===== src/rtl/pixel_filter_engine.sv =====
// Two-stage per-pixel colour filter with frame-locked filter selection.
// Optional warm filter on code '5' is built when PIXEL_FILTER_WARM_EN is defined.
module pixel_filter_engine #(
    parameter int unsigned THRESH    = 100,
    parameter int unsigned WARM_STEP = 40
) (
    input  logic        clk,
    input  logic        rst,
    input  logic [7:0]  oper,
    input  logic        in_valid,
    output logic        in_ready,
    input  logic        in_sof,
    input  logic [23:0] in_rgb,
    output logic        out_valid,
    input  logic        out_ready,
    output logic        out_sof,
    output logic [23:0] out_rgb,
    output logic [7:0]  active_oper
);

    localparam logic [9:0] Thr = 10'(THRESH);

    logic        en;
    logic        take;
    logic        sel_new;
    logic [7:0]  code_d;
    logic [7:0]  in_r, in_g, in_b;
    logic [7:0]  max_d, min_d;
    logic [9:0]  sum_d;

    logic        s1_valid_q, s1_sof_q;
    logic [7:0]  s1_code_q;
    logic [23:0] s1_rgb_q;
    logic [9:0]  s1_sum_q;
    logic [7:0]  s1_max_q, s1_min_q;

    logic        out_valid_q, out_sof_q;
    logic [23:0] out_rgb_q;
    logic [7:0]  active_oper_q;

    logic [9:0]  avg;
    logic [7:0]  desat;
    logic [23:0] filt_d;

    assign en       = out_ready || !out_valid_q;
    assign in_ready = en;
    assign take     = in_valid && en;
    assign sel_new  = in_sof && (oper != 8'h00);
    assign code_d   = sel_new ? oper : active_oper_q;

    assign in_r  = in_rgb[23:16];
    assign in_g  = in_rgb[15:8];
    assign in_b  = in_rgb[7:0];
    assign sum_d = 10'(in_r) + 10'(in_g) + 10'(in_b);

    always_comb begin
        max_d = in_r;
        min_d = in_r;
        if (in_g > max_d) max_d = in_g;
        if (in_b > max_d) max_d = in_b;
        if (in_g < min_d) min_d = in_g;
        if (in_b < min_d) min_d = in_b;
    end

    assign avg   = s1_sum_q / 10'd3;
    assign desat = 8'((9'(s1_max_q) + 9'(s1_min_q)) >> 1);

`ifdef PIXEL_FILTER_WARM_EN
    localparam logic [7:0] Ws = 8'(WARM_STEP);
    logic [8:0] warm_sum;
    logic [7:0] warm_r, warm_b;
    assign warm_sum = 9'(s1_rgb_q[23:16]) + 9'(Ws);
    assign warm_r   = warm_sum[8] ? 8'hFF : warm_sum[7:0];
    assign warm_b   = (s1_rgb_q[7:0] > Ws) ? s1_rgb_q[7:0] - Ws : 8'h00;
`else
    localparam int unsigned unused_warm_step = WARM_STEP;
`endif

    always_comb begin
        filt_d = s1_rgb_q;
        case (s1_code_q)
            8'h31: filt_d = {3{avg[7:0]}};
            8'h32: filt_d = (avg >= Thr) ? 24'hFFFFFF : 24'h000000;
            8'h33: filt_d = ~s1_rgb_q;
            8'h34: filt_d = {3{desat}};
`ifdef PIXEL_FILTER_WARM_EN
            8'h35: filt_d = {warm_r, s1_rgb_q[15:8], warm_b};
`endif
            default: filt_d = s1_rgb_q;
        endcase
    end

    // Both stages freeze together so a stalled output word never changes.
    always_ff @(posedge clk) begin
        if (rst) begin
            s1_valid_q    <= 1'b0;
            s1_sof_q      <= 1'b0;
            s1_code_q     <= 8'h00;
            s1_rgb_q      <= 24'h0;
            s1_sum_q      <= 10'h0;
            s1_max_q      <= 8'h00;
            s1_min_q      <= 8'h00;
            out_valid_q   <= 1'b0;
            out_sof_q     <= 1'b0;
            out_rgb_q     <= 24'h0;
            active_oper_q <= 8'h00;
        end else begin
            if (take && sel_new) active_oper_q <= oper;
            if (en) begin
                s1_valid_q  <= in_valid;
                out_valid_q <= s1_valid_q;
                if (in_valid) begin
                    s1_sof_q  <= in_sof;
                    s1_code_q <= code_d;
                    s1_rgb_q  <= in_rgb;
                    s1_sum_q  <= sum_d;
                    s1_max_q  <= max_d;
                    s1_min_q  <= min_d;
                end
                if (s1_valid_q) begin
                    out_sof_q <= s1_sof_q;
                    out_rgb_q <= filt_d;
                end
            end
        end
    end

    assign out_valid   = out_valid_q;
    assign out_sof     = out_sof_q;
    assign out_rgb     = out_rgb_q;
    assign active_oper = active_oper_q;

endmodule


===== config.mk =====
export PLATFORM = sky130hd
export DESIGN_NAME = pixel_filter_engine
export DESIGN_NICKNAME = d
export VERILOG_FILES = /design/src/rtl/pixel_filter_engine.sv
export SDC_FILE = /design/constraint.sdc
export NUM_CORES = 1
export LEC_CHECK = 0
export ABC_AREA = 1
export BUFFER_PORTS_ARGS = -buffer_cell sky130_fd_sc_hd__buf_4
export CAP_MARGIN = 20
export CORE_MARGIN = 2
export CORE_UTILIZATION = 45
export CTS_CLUSTER_DIAMETER = 200
export CTS_CLUSTER_SIZE = 25
export DETAILED_ROUTE_END_ITERATION = 7
export SLEW_MARGIN = 25
export SYNTH_ARGS = -nofsm -noshare
export SYNTH_HDL_FRONTEND = slang
export SYNTH_SLANG_ARGS = --single-unit
export TNS_END_PERCENT = 20

===== constraint.sdc =====
create_clock -name clk -period 4.6 [get_ports clk]
set_input_delay 0.69 -clock clk [delete_from_list [all_inputs] [get_ports clk]]
set_output_delay 0.69 -clock clk [all_outputs]
set_load 0.1 [all_outputs]

# After elaboration in Yosys (flattened, before gate mapping)
# Cells that the tools add are included.
totals:
  regBits: 94
  in_bits: 37
  elab_cells: 40
op_classes:
  muxes: 7
  bitwise_logic: 1
  n_lt_le_gt_ge: 5
  n_addsub: 3
  n_eq_ne: 4
  n_reduce_logical: 8
  div: 1
ops:
  columns: ["op", "count"]
  rows:
  - ["$pmux W24 S4", 1]
  - ["$mux W8", 5]
  - ["$eq A8 B6 Y1 const B", 4]
  - ["$mux W24", 1]
  - ["$not A24 Y24", 1]
  - ["$add A8 B8 Y9", 2]
  - ["$gt A8 B8 Y1", 2]
  - ["$lt A8 B8 Y1", 2]
  - ["$add A9 B8 Y10", 1]
  - ["$div A10 B2 Y10 const B", 1]
  - ["$ge A10 B7 Y1 const B", 1]
  - ["$reduce_bool A8 Y1", 1]
  - ["$reduce_and A2 Y1", 2]
  - ["$logic_and A1 B1 Y1", 3]
  - ["$logic_not A1 Y1", 1]
  - ["$logic_or A1 B1 Y1", 1]

# Depth between registers and ports, before layout
# Gate-level depths: netlist (run 1).
depth:
  word_depth: 4
  ltp_mapped: 31

# Least setup slack after synthesis (run 1)
# OpenSTA, ideal clock, no wires.
synth_timing:
  kind: "input to register"
  startpoint: "in in_rgb[19]"
  endpoint: "reg s1_max_q[4]"
  setup_slack_ps: 1022
  n_path_buf: 2
  path_stages: 18
  arrival_time_ps: 3445
  cell_sequence: "inv_1 -> ha_1 -> a21oi_1 -> o21ai_0 -> nand2_1 -> o211ai_1 -> o21ai_1 -> clkbuf_1 -> o21ai_0 -> ha_1 -> nand2_1 -> nor2_1 -> nand3_1 -> o21ai_1 -> clkbuf_1 -> nand2_1 -> o211ai_1 -> a21oi_1"
synth_between:
  elab_chain_len: 4
synth_lines:
  columns: ["item", "line_no", "source"]
  rows:
  - ["start, declared", "13", "input logic [23:0] in_rgb,"]
  - ["$gt A8 B8 Y1", "59", "if (in_g > max_d) max_d = in_g;"]
  - ["$mux W8 (*)", "59", null]
  - ["$gt A8 B8 Y1", "60", "if (in_b > max_d) max_d = in_b;"]
  - ["$mux W8 (*)", "60", null]
  - ["end signal, assigned", "117", "s1_max_q <= max_d;"]
  - ["end, declared", "35", "logic [7:0] s1_max_q, s1_min_q;"]
# Mark *: on every way between the ends. The rest lies on a longest branch, timed or not.
# A chain may end at the register's enable or synchronous reset.

# Final worst setup path (run 1)
layout_timing:
  startpoint: "in in_rgb[23]"
  endpoint: "reg s1_max_q[3]"
# Same word-level chain as after synthesis.

==> flow_summary.yaml, run 1 <==
run_status:
  status: "finished, final reports clean"
route:
  drt_pass1_iterations: 5
  drt_iter0_drc: 460
  antenna_left: 0
  via_per_inst: 5.373
  drc_errors: 0
  wl_per_cell_um: 15.80
  num_vias: 5615
  wl_mm: 16.52
yosys:
  ys_top_cells_by_area: "dfxtp_1 32%, nand2_1 11%, a21oi_1 10%, ha_1 8.1%, o21ai_0 6.1%"
  synthMuxAreaShare_pct: 0
  synth.top_cell.area_share_pct: 31.97
  yosysWarnings: 0
  synth_top_family_by_area: "compound AO/OA/AOI/OAI gates"
  syn_inst: 814
  ys_types: 40
  synth_common_cells: "169 x nand2_1, 120 x a21oi_1, 94 x dfxtp_1"
  synth_edf_count: 0
  syn-cell-area_sq_um: 5886
  postSynth.asyncResetShare_pct: 0
  synth.largest_area_cell: "dfxtp_1"
  synth_seq_area_share_pct: 31.97
  synth-seq-cells: 94
  avgSynthCellArea_sq_um: 7.231
  synthXorXnorAreaFrac_pct: 0.8929
  synth_compound_area_share_pct: 25.62
  synthFlopType: "dfxtp_1"
  syn_nets: 899
  yosysMostFrequentCell: "nand2_1"
  synth-simple-area-share_pct: 21.24
  synth_fa_ha_area_share_pct: 11.48
pwr:
  power_density_nw_per_um2: 351.4
  p_int_mw: 1.494
  combPwrFrac_pct: 32.5
  leakage_nw: 2.903
  p_clk_share_pct: 29.1
  power.share.switching_pct: 37.46
  p_sw_mw: 0.8950
  power_mw: 2.389
  p_seq_share_pct: 38.4
  peakVddDrop_uv: 171.6
cells_and_area:
  num-nets-final: 954
  finish.instance_area_sq_um: 6800
  stdcell_count: 1045
  layout-drive-gt1-share_pct: 16.95
  num_antenna_cells: 0
  area_growth_pct: 15.54
global_routing:
  grt_pass1_wl_mm: 26.83
  antenna_found_initial: 0
  gr-total-overflow: 0
  grt_max_degree: 93
  grt_pass1_vias: 5222
  grt_usage_pct: 24.06
worst_setup_path:
  start_kind: "input port"
  ff2ff_path_depth: 26
  path_cells: "buf_4, inv_1, ha_1, nand2_1, nor2_1, nand2_1, o211ai_1, o21ai_1, buf_4, o21ai_0, ha_1, a21oi_1, o21ai_0, nand2_1, o211ai_1, o21ai_1, nand2_1, o211ai_1, a21oi_1"
  cp.arrival_ns: 3.96
  cp.required_ns: 4.80
  end_kind: "flop"
  crit_slowest_cell: "o21ai_1"
  path_max_fanout: 16
  rr_startpoint: "s1_sum_q[9]"
  worst-setup-path-type: "in -> reg"
  cpMostUsedCell: "nand2_1"
  max_stage_delay_ns: 0.52
  startpoint: "in_rgb[23]"
placed_design:
  place_area_sq_um: 6520
  portBuffers: 71
  place_congestion: 0.9212
  dp_cells: 1029
  dp_hpwl_mm: 12.59
sta:
  rsz0062_at_grt: "false"
  timing_hold_violations_final: 0
  finalSetupTns_ns: 0
  relSlewSlack_pct: 35.60
  skew_ns: 0.007507
  fmax_ghz: 0.2659
  min_period_ns: 3.761
  setup_violations: 0
  worst_pin_slew_ns: 0.9595
  post-route-period-util_pct: 81.76
  drv_slew: 0
floorplan:
  rows: 41
  die_area_sq_um: 14010
  coreArea_sq_um: 12670
  start_util_pct: 46.45
  io_pins: 72
  die_height_um: 118.4
  die_w_um: 118.4
clocking:
  clock_path_buffers: 2
  cts_max_level: 3
  clk_pin_slew_ns: 0.07
  ctsResizeCount: 0
  cts_made_buffers: 9
  cts_tree: "done"
  clk_latency_ns: 0.35
  clock_sinks: 94
  cts-root-buf: "clkbuf_16"
  post-cts-setup-buffers: 0
  ctsHoldBuffers: 0
min_path:
  min-delay-start: "s1_valid_q"
  min_path_type: "reg -> reg"
  holdPathStages: 2
job:
  drv_cap: 0
==> state kept, by name (all words and copies together), names as in the netlist <==
| name | count |
|---|---|
| out_valid | 1 |
| s1_max_q | 8 |
| out_sof | 1 |
| active_oper | 8 |
| s1_min_q | 8 |
| s1_valid_q | 1 |
| s1_code_q | 8 |
| s1_sof_q | 1 |
| s1_sum_q | 10 |
| out_rgb | 24 |
| s1_rgb_q | 24 |
==> worst max-delay path, delay by kind of cell <==
family,cells,cell delay [ns]
AOI/OAI and AO/OA,9,1.73
adders and majority gates,2,0.63
and+or+nand+nor,5,0.51
buffers and inverters,3,0.40
==> power by group through the flow <==
stage	logic (mW)	clock network, mW	registers [mW]
finish	0.777	0.696	0.917
global route	0.870	0.747	0.924
CTS	0.779	0.711	0.917
detailed placement	0.776	0	0.935
global placement	0.763	0	0.934
floorplan	0.505	0	1.01
==> cells by family (layout without fill, tap and decap cells) <==
kind of cell,Yosys count,after routing
AO/OA/AOI/OAI,258,258
XOR/XNOR,6,6
adder cells (fa/ha/maj),48,48
buffers and inverters,129,188
flip-flops,94,94
AND/OR/NAND/NOR,279,279
==> area by class of cell <==
type / count / area, sq um
Clock inverter: 6 / 47.55
Sequential cell: 94 / 1882
Inverter: 95 / 356.6
Fill cell: 1274 / 5871
Timing Repair Buffer: 78 / 585.6
Multi-Input combinational cell: 591 / 3488
Tap cell: 172 / 215.2
Clock buffer: 9 / 225.2
==> placed cells by master (no fill, tap or decap), types with 2 or more instances in the layout <==
| master | count |
|---|---|
| o31ai_1 | 3 |
| clkbuf_16 | 9 |
| dfxtp_1 | 94 |
| o21bai_4 | 2 |
| inv_1 | 87 |
| o21bai_1 | 2 |
| clkinv_4 | 3 |
| buf_4 | 77 |
| xor2_1 | 5 |
| a21oi_1 | 120 |
| o21ai_0 | 72 |
| o211ai_1 | 15 |
| nand4_1 | 2 |
| o21ai_1 | 4 |
| nor3_1 | 2 |
| nor4_1 | 4 |
| nand3b_1 | 4 |
| ha_1 | 38 |
| nand2_2 | 14 |
| nor2_1 | 38 |
| a31oi_1 | 9 |
| inv_2 | 7 |
| nand3_1 | 31 |
| a21oi_2 | 7 |
| nand3_2 | 5 |
| fa_1 | 10 |
| o2111ai_1 | 14 |
| nor2_2 | 5 |
| nor4_2 | 3 |
| nand2_4 | 2 |
| nand2_1 | 168 |
| o21ai_2 | 6 |
==> through the flow <==
step	hold slack, ns	setup slack (ns)	utilization (%)
final	0.4667	0.8389	53.67
after global routing	0.4844	0.5055	53.67
after CTS	0.4676	0.9181	53.61
after detailed placement	0.4567	0.5644	51.46
after global placement	0.4522	0.4444	51.46
after floorplan	0.4409	1.022	-
==> worst paths after layout <==
check,endpoint,slack [ns]
worst max-delay path,s1_max_q[3],0.84
worst min register to register,s1_valid_q,0.47
worst max register to register,out_rgb[9],1.24
worst min-delay path,s1_valid_q,0.47
==> per-layer routing <==
metal | share of wire (%) | GRT usage (%) | vias to the layer above | wire (um)
met4 | 1.7 | 7.681 | 0 | 284
met1 | 46 | 31.68 | 2591 | 7531
li1 | - | - | 2866 | -
met5 | 0 | 0 | - | 0
met2 | 48 | 40.97 | 139 | 7913
met3 | 4.8 | 2.847 | 19 | 785
Power figures use the tool's default switching activity.
==> inputs of run 2 (changes only) <==
- ABC_AREA: 1 -> 0
- PLACE_DENSITY: not set -> 0.66
- clock period: 4.6 -> 3.4 ns (I/O delays scaled with it)
==> run 2 against run 1 <==
Net effect:
- flip-flop and latch count unchanged
- worst hold slack got worse by 0.036 ns
- first-iteration DRC count increased by 7.0%
- synthesized area increased by 9.2%
- non-clock buffer count increased by 60
- setup slack got worse by 0.74 ns
- register-to-register slack got worse by 0.95 ns
- critical path type unchanged
- largest cell class unchanged
==> flow_summary.yaml, run 2 <==
worst_setup_path:
  rr_startpoint: "s1_sum_q[9]"
  path_cells: "buf_4, ha_1, a21o_1, a21o_1, a21oi_2, a21oi_4, buf_4, mux2i_1, ha_1, inv_1, o22ai_2, nor2_1, o21ai_0, nand2_1, buf_4, a211oi_2, a21oi_1, nor2_1"
  crit_slowest_cell: "ha_1"
  start_kind: "input port"
  max_stage_delay_ns: 0.33
  end_kind: "flop"
  cp.required_ns: 3.69
  worst-setup-path-type: "in -> reg"
  cp.arrival_ns: 3.59
  path_max_fanout: 6
  startpoint: "in_rgb[13]"
  cpMostUsedCell: "buf_4"
route:
  drt_iter0_drc: 492
  antenna_left: 0
  via_per_inst: 5.829
  num_vias: 6389
  wl_mm: 18.88
  drc_errors: 0
  drt_pass1_iterations: 5
  wl_per_cell_um: 17.23
yosys:
  synth.largest_area_cell: "dfxtp_1"
  avgSynthCellArea_sq_um: 7.880
  synth_seq_area_share_pct: 29.27
  syn_nets: 901
  yosysMostFrequentCell: "nand2_1"
  yosysWarnings: 0
  syn-cell-area_sq_um: 6430
  syn_inst: 816
  synth-seq-cells: 94
  synth_edf_count: 0
  ys_top_cells_by_area: "dfxtp_1 29%, nand2_1 7.8%, ha_1 7.4%, a21oi_1 6.8%, nor2_1 4.0%"
  synth_common_cells: "133 x nand2_1, 94 x dfxtp_1, 88 x a21oi_1"
  postSynth.asyncResetShare_pct: 0
  synth.top_cell.area_share_pct: 29.27
  synthFlopType: "dfxtp_1"
  ys_types: 72
pwr:
  power_density_nw_per_um2: 457.0
  leakage_nw: 3.309
  peakVddDrop_uv: 274.7
clocking:
  cts_tree: "done"
  clk_latency_ns: 0.35
  clk_pin_slew_ns: 0.07
  clock_sinks: 94
  cts-root-buf: "clkbuf_16"
  cts_max_level: 3
  cts_made_buffers: 9
  clock_path_buffers: 2
  ctsHoldBuffers: 0
run_status:
  status: "finished, final reports clean"
floorplan:
  coreArea_sq_um: 13930
  io_pins: 72
  die_w_um: 123.5
  die_area_sq_um: 15260
  start_util_pct: 46.14
  rows: 43
  die_height_um: 123.5
sta:
  drv_slew: 0
  relSlewSlack_pct: 33.98
  post-route-period-util_pct: 97.01
  timing_hold_violations_final: 0
  finalSetupTns_ns: 0
  fmax_ghz: 0.3032
  worst_pin_slew_ns: 0.9868
  min_period_ns: 3.298
  setup_violations: 0
  skew_ns: 0.008075
global_routing:
  grt_usage_pct: 24.92
  antenna_found_initial: 0
  gr-total-overflow: 0
  grt_max_degree: 61
  grt_pass1_vias: 5983
  grt_pass1_wl_mm: 29.65
min_path:
  min-delay-start: "oper[1]"
  min_path_type: "in -> reg"
placed_design:
  dp_hpwl_mm: 14.17
  place_congestion: 0.9340
  portBuffers: 71
  place_area_sq_um: 7380
cells_and_area:
  num_antenna_cells: 0
  final_common_cell: "buf_4"
  post-route-util_pct: 56.38
  area_growth_pct: 22.18
  layout-drive-gt1-share_pct: 23.69
  num-nets-final: 996
  mostFrequentLayoutCells: "136 x buf_4, 131 x nand2_1, 88 x dfxtp_1"
  finish.instance_area_sq_um: 7856
job:
  drv_cap: 0
[run 2: cell count changes after synthesis, sizes merged, moves of 15 or more]
cell / before / now
mux2i: 0 / 18
a21oi: 127 / 90
nand2: 184 / 133
o21ai: 82 / 34
buf: 1 / 16
a211oi: 0 / 18
nand3: 37 / 15
nor3: 2 / 21
nor2: 43 / 68
inv: 94 / 31
[run 2: worst paths after layout]
path                                  endpoint  slack [ns]  depth (start not counted)
worst min-delay path            active_oper[1]        0.43                          3
worst min register to register     out_rgb[21]        0.44                          2
worst max-delay path               s1_max_q[1]        0.10                         18
worst max register to register      out_rgb[8]        0.29                         12
[run 2: where the power goes]
| group | switching (mW) | total, mW | leakage, nW | internal (mW) |
|---|---|---|---|---|
| registers | 0.108 | 1.29 | 0.774 | 1.18 |
| clock network | 0.478 | 0.990 | 0.136 | 0.513 |
| logic | 0.751 | 1.31 | 2.40 | 0.558 |
[run 2: layer usage]
metal  vias up  GRT usage, %  routed length, um
met5         -             0                  0
met4         0         10.44                592
met3        37         3.044               1073
met2       212         40.04               8773
met1      3027         33.74               8443
li1       3113             -                  -
[run 2: through the flow]
step	std cells	setup WS, ns	hold slack (ns)	total power [mW]
5_1_grt	1096	-0.05967	0.4390	3.792
6_report	1096	0.1018	0.4312	3.591
3_3_place_gp	1072	-0.1238	0.4287	2.509
4_1_cts	1088	0.09834	0.4208	3.538
3_5_place_dp	1072	-0.2710	0.4385	2.548
2_1_floorplan	816	-0.01621	0.4322	2.199
[run 2: cell families after synthesis]
kind of cell	share of synthesized area, %
AO/OA/AOI/OAI	24.54
XOR/XNOR	2.160
adder cells (fa/ha/maj)	10.51
buffers and inverters	6.052
flip-flops	29.27
multiplexers	3.211
AND/OR/NAND/NOR	24.27
[run 2: repair_timing]
action	4_1_cts	5_1_grt
gates resized for setup	0	33
setup endpoints to repair	0	22
buffers inserted	0	7
[run 2: worst max-delay path: cells and delay by family]
family / cells / cell delay [ns]
adder cells (fa/ha/maj): 2 / 0.65
AO/OA/AOI/OAI: 8 / 1.40
multiplexers: 1 / 0.14
AND/OR/NAND/NOR: 3 / 0.34
buffers and inverters: 4 / 0.53
[run 2: layout make-up]
cell class | instances | area (sq um)
fillers | 1288 | 6078
multi-input cells | 637 | 4293
flip-flops and latches | 94 | 1889
repair buffers | 138 | 1044
clock buffers | 9 | 225.2
well taps | 180 | 225.2
inverters | 31 | 116.4
clock inverters | 7 | 63.81
==> inputs of run 3 (changes only) <==
- CORE_UTILIZATION: 45 -> 54
- PLACE_DENSITY: 0.66 -> 0.77
==> run 3 against run 2 <==
Net effect:
- the run now ends with design-rule violations left
- global-route usage increased by 3.4 points
- critical path type unchanged
- via count grew 0.69%
- first-iteration DRC count up 14%
- final cell count fell by 3.6%
==> flow_summary.yaml, run 3 (synthesis gave the netlist of run 2 again) <==
sta:
  fmax_ghz: 0.3056
  post-route-period-util_pct: 96.25
  relSlewSlack_pct: 38.55
  timing_hold_violations_final: 0
  min_period_ns: 3.272
  setup_violations: 0
  skew_ns: 0.01123
  timing.hold.ws_ns: 0.4336
  drv_slew: 0
  worst_pin_slew_ns: 0.9185
  rsz0062_at_grt: "true"
route:
  wl_per_cell_um: 17.16
  num_vias: 6433
  via_per_inst: 6.086
  drt_pass1_iterations: 8
  antenna_left: 0
  drt_iter0_drc: 560
  drc_errors: 3
  wl_mm: 18.14
worst_setup_path:
  rrSetupSlack_ns: 0.25
  cp.required_ns: 3.69
  max_stage_delay_ns: 0.30
  r2r-end: "out_rgb[1]"
  path_max_fanout: 8
  ff2ff_path_depth: 12
  end_kind: "flop"
  path_cells: "buf_4, ha_1, nor2b_1, o21a_1, o21a_1, o21bai_4, a21oi_4, buf_4, mux2i_2, ha_1, a21oi_2, o22ai_2, nor2_1, o21ai_1, nand2_2, buf_6, nor2_1, a211oi_1, a21oi_1, nor2_1"
  path_buf_inv: 3
  cp.arrival_ns: 3.56
  worst-setup-path-type: "in -> reg"
  rr_startpoint: "s1_sum_q[8]"
  cp.depth: 20
  cp-endpoint: "s1_max_q[6]"
  crit_slowest_cell: "ha_1"
  cpMostUsedCell: "nor2_1"
  startpoint: "in_rgb[9]"
  start_kind: "input port"
  critical_path.top_delay_family: "compound AO/OA/AOI/OAI gates"
job:
  drv_cap: 0
pwr:
  power_mw: 3.669
  leakage_nw: 3.320
  peakVddDrop_uv: 225.5
  power_density_nw_per_um2: 471.5
min_path:
  min_path_type: "in -> reg"
  min-delay-start: "oper[2]"
global_routing:
  gr-total-overflow: 0
  grt_usage_pct: 28.31
  grt_pass1_wl_mm: 29.39
  grt_pass1_vias: 6117
  grt_max_degree: 67
  antenna_found_initial: 0
clocking:
  clock_sinks: 94
  clk_pin_slew_ns: 0.07
  ctsHoldBuffers: 0
  clock_path_buffers: 2
  cts_tree: "done"
  cts_made_buffers: 9
  cts-root-buf: "clkbuf_16"
  clk_latency_ns: 0.35
  cts_max_level: 3
run_status:
  violations: "design-rule violations"
  status: "complete, but fails checks"
cells_and_area:
  fillers: 918
  layout-drive-gt1-share_pct: 22.65
  final_common_cell: "buf_4"
  area_growth_pct: 21.04
  num_antenna_cells: 0
  post-route-util_pct: 67.58
  num-nets-final: 994
  finish.instance_area_sq_um: 7782
  mostFrequentLayoutCells: "134 x buf_4, 130 x nand2_1, 88 x dfxtp_1"
floorplan:
  start_util_pct: 55.83
  rows: 39
  die_height_um: 113.1
  coreArea_sq_um: 11520
  io_pins: 72
  die_area_sq_um: 12800
  die_w_um: 113.1
placed_design:
  place_area_sq_um: 7368
  place_congestion: 0.9344
  portBuffers: 71
  dp_hpwl_mm: 13.51
-- run 3: changes by cell type in the layout (fill, tap and decap cells not counted), moves of 2 or more --
cell,previous run,this run
clkbuf_8,0,2
buf_4,136,134
clkinvlp_4,2,0
nor2_2,3,1
nor2_1,64,67
ha_1,36,38
nand2_2,1,3
a211oi_2,5,2
a211oi_1,13,16
-- run 3: repair_timing --
item,in CTS,in global routing
setup buffers,0,3
setup endpoints to repair,1,21
endpoints found under the hold margin,0,0
resized for setup,1,22
pin swaps,0,4
-- run 3: worst register-to-register path, stage by stage, from the launching register on --
cell       delay, ns
dfxtp_2         0.52
nand2b_1        0.21
nand2_1         0.15
o2111a_1        0.30
a221oi_4        0.27
nor4_2          0.09
nor4b_4         0.40
inv_2           0.07
ha_1            0.23
inv_1           0.11
o311ai_2        0.13
a2111oi_1       0.48
nor2_1          0.09
-- run 3: through the flow --
stage               worst slack, ns  TNS [ns]  std cells
floorplan                  -0.01621   -0.1134        816
global placement            -0.1146    -1.150       1038
detailed placement          -0.2343    -3.061       1038
CTS                        0.003477         0       1054
global route               -0.05964   -0.4005       1057
finish                       0.1276         0       1057
-- run 3: power breakdown --
part / total, mW / internal, mW / switching [mW]
sequential: 1.29 / 1.18 / 0.105
combinational: 1.30 / 0.552 / 0.745
clock: 1.08 / 0.620 / 0.464
-- run 3: worst min path at each step --
stage,to,depth (start not counted)
after floorplan,out_sof,2
after global placement,out_rgb[12],2
after detailed placement,out_rgb[21],2
after CTS,active_oper[2],3
after global routing,s1_rgb_q[0],3
final,active_oper[2],3
-- run 3: final cells by class --
cell class                      instances  area (sq um)  share of cell area [%]
Sequential cell                        94          1889                   24.28
Multi-Input combinational cell        637          4244                   54.53
Clock buffer                           11         252.7                   3.248
Inverter                               31         116.4                   1.495
Tap cell                              143         178.9                   2.299
Timing Repair Buffer                  136          1037                   13.33
Clock inverter                          5         63.81                  0.8199
-- run 3: routing by layer --
metal / up-vias / wire length (um) / global-route usage [%]
li1: 3108 / - / -
met1: 3022 / 7887 / 38.35
met2: 259 / 8520 / 45.91
met3: 44 / 1127 / 3.374
met4: 0 / 608 / 11.79
met5: - / 0 / 0
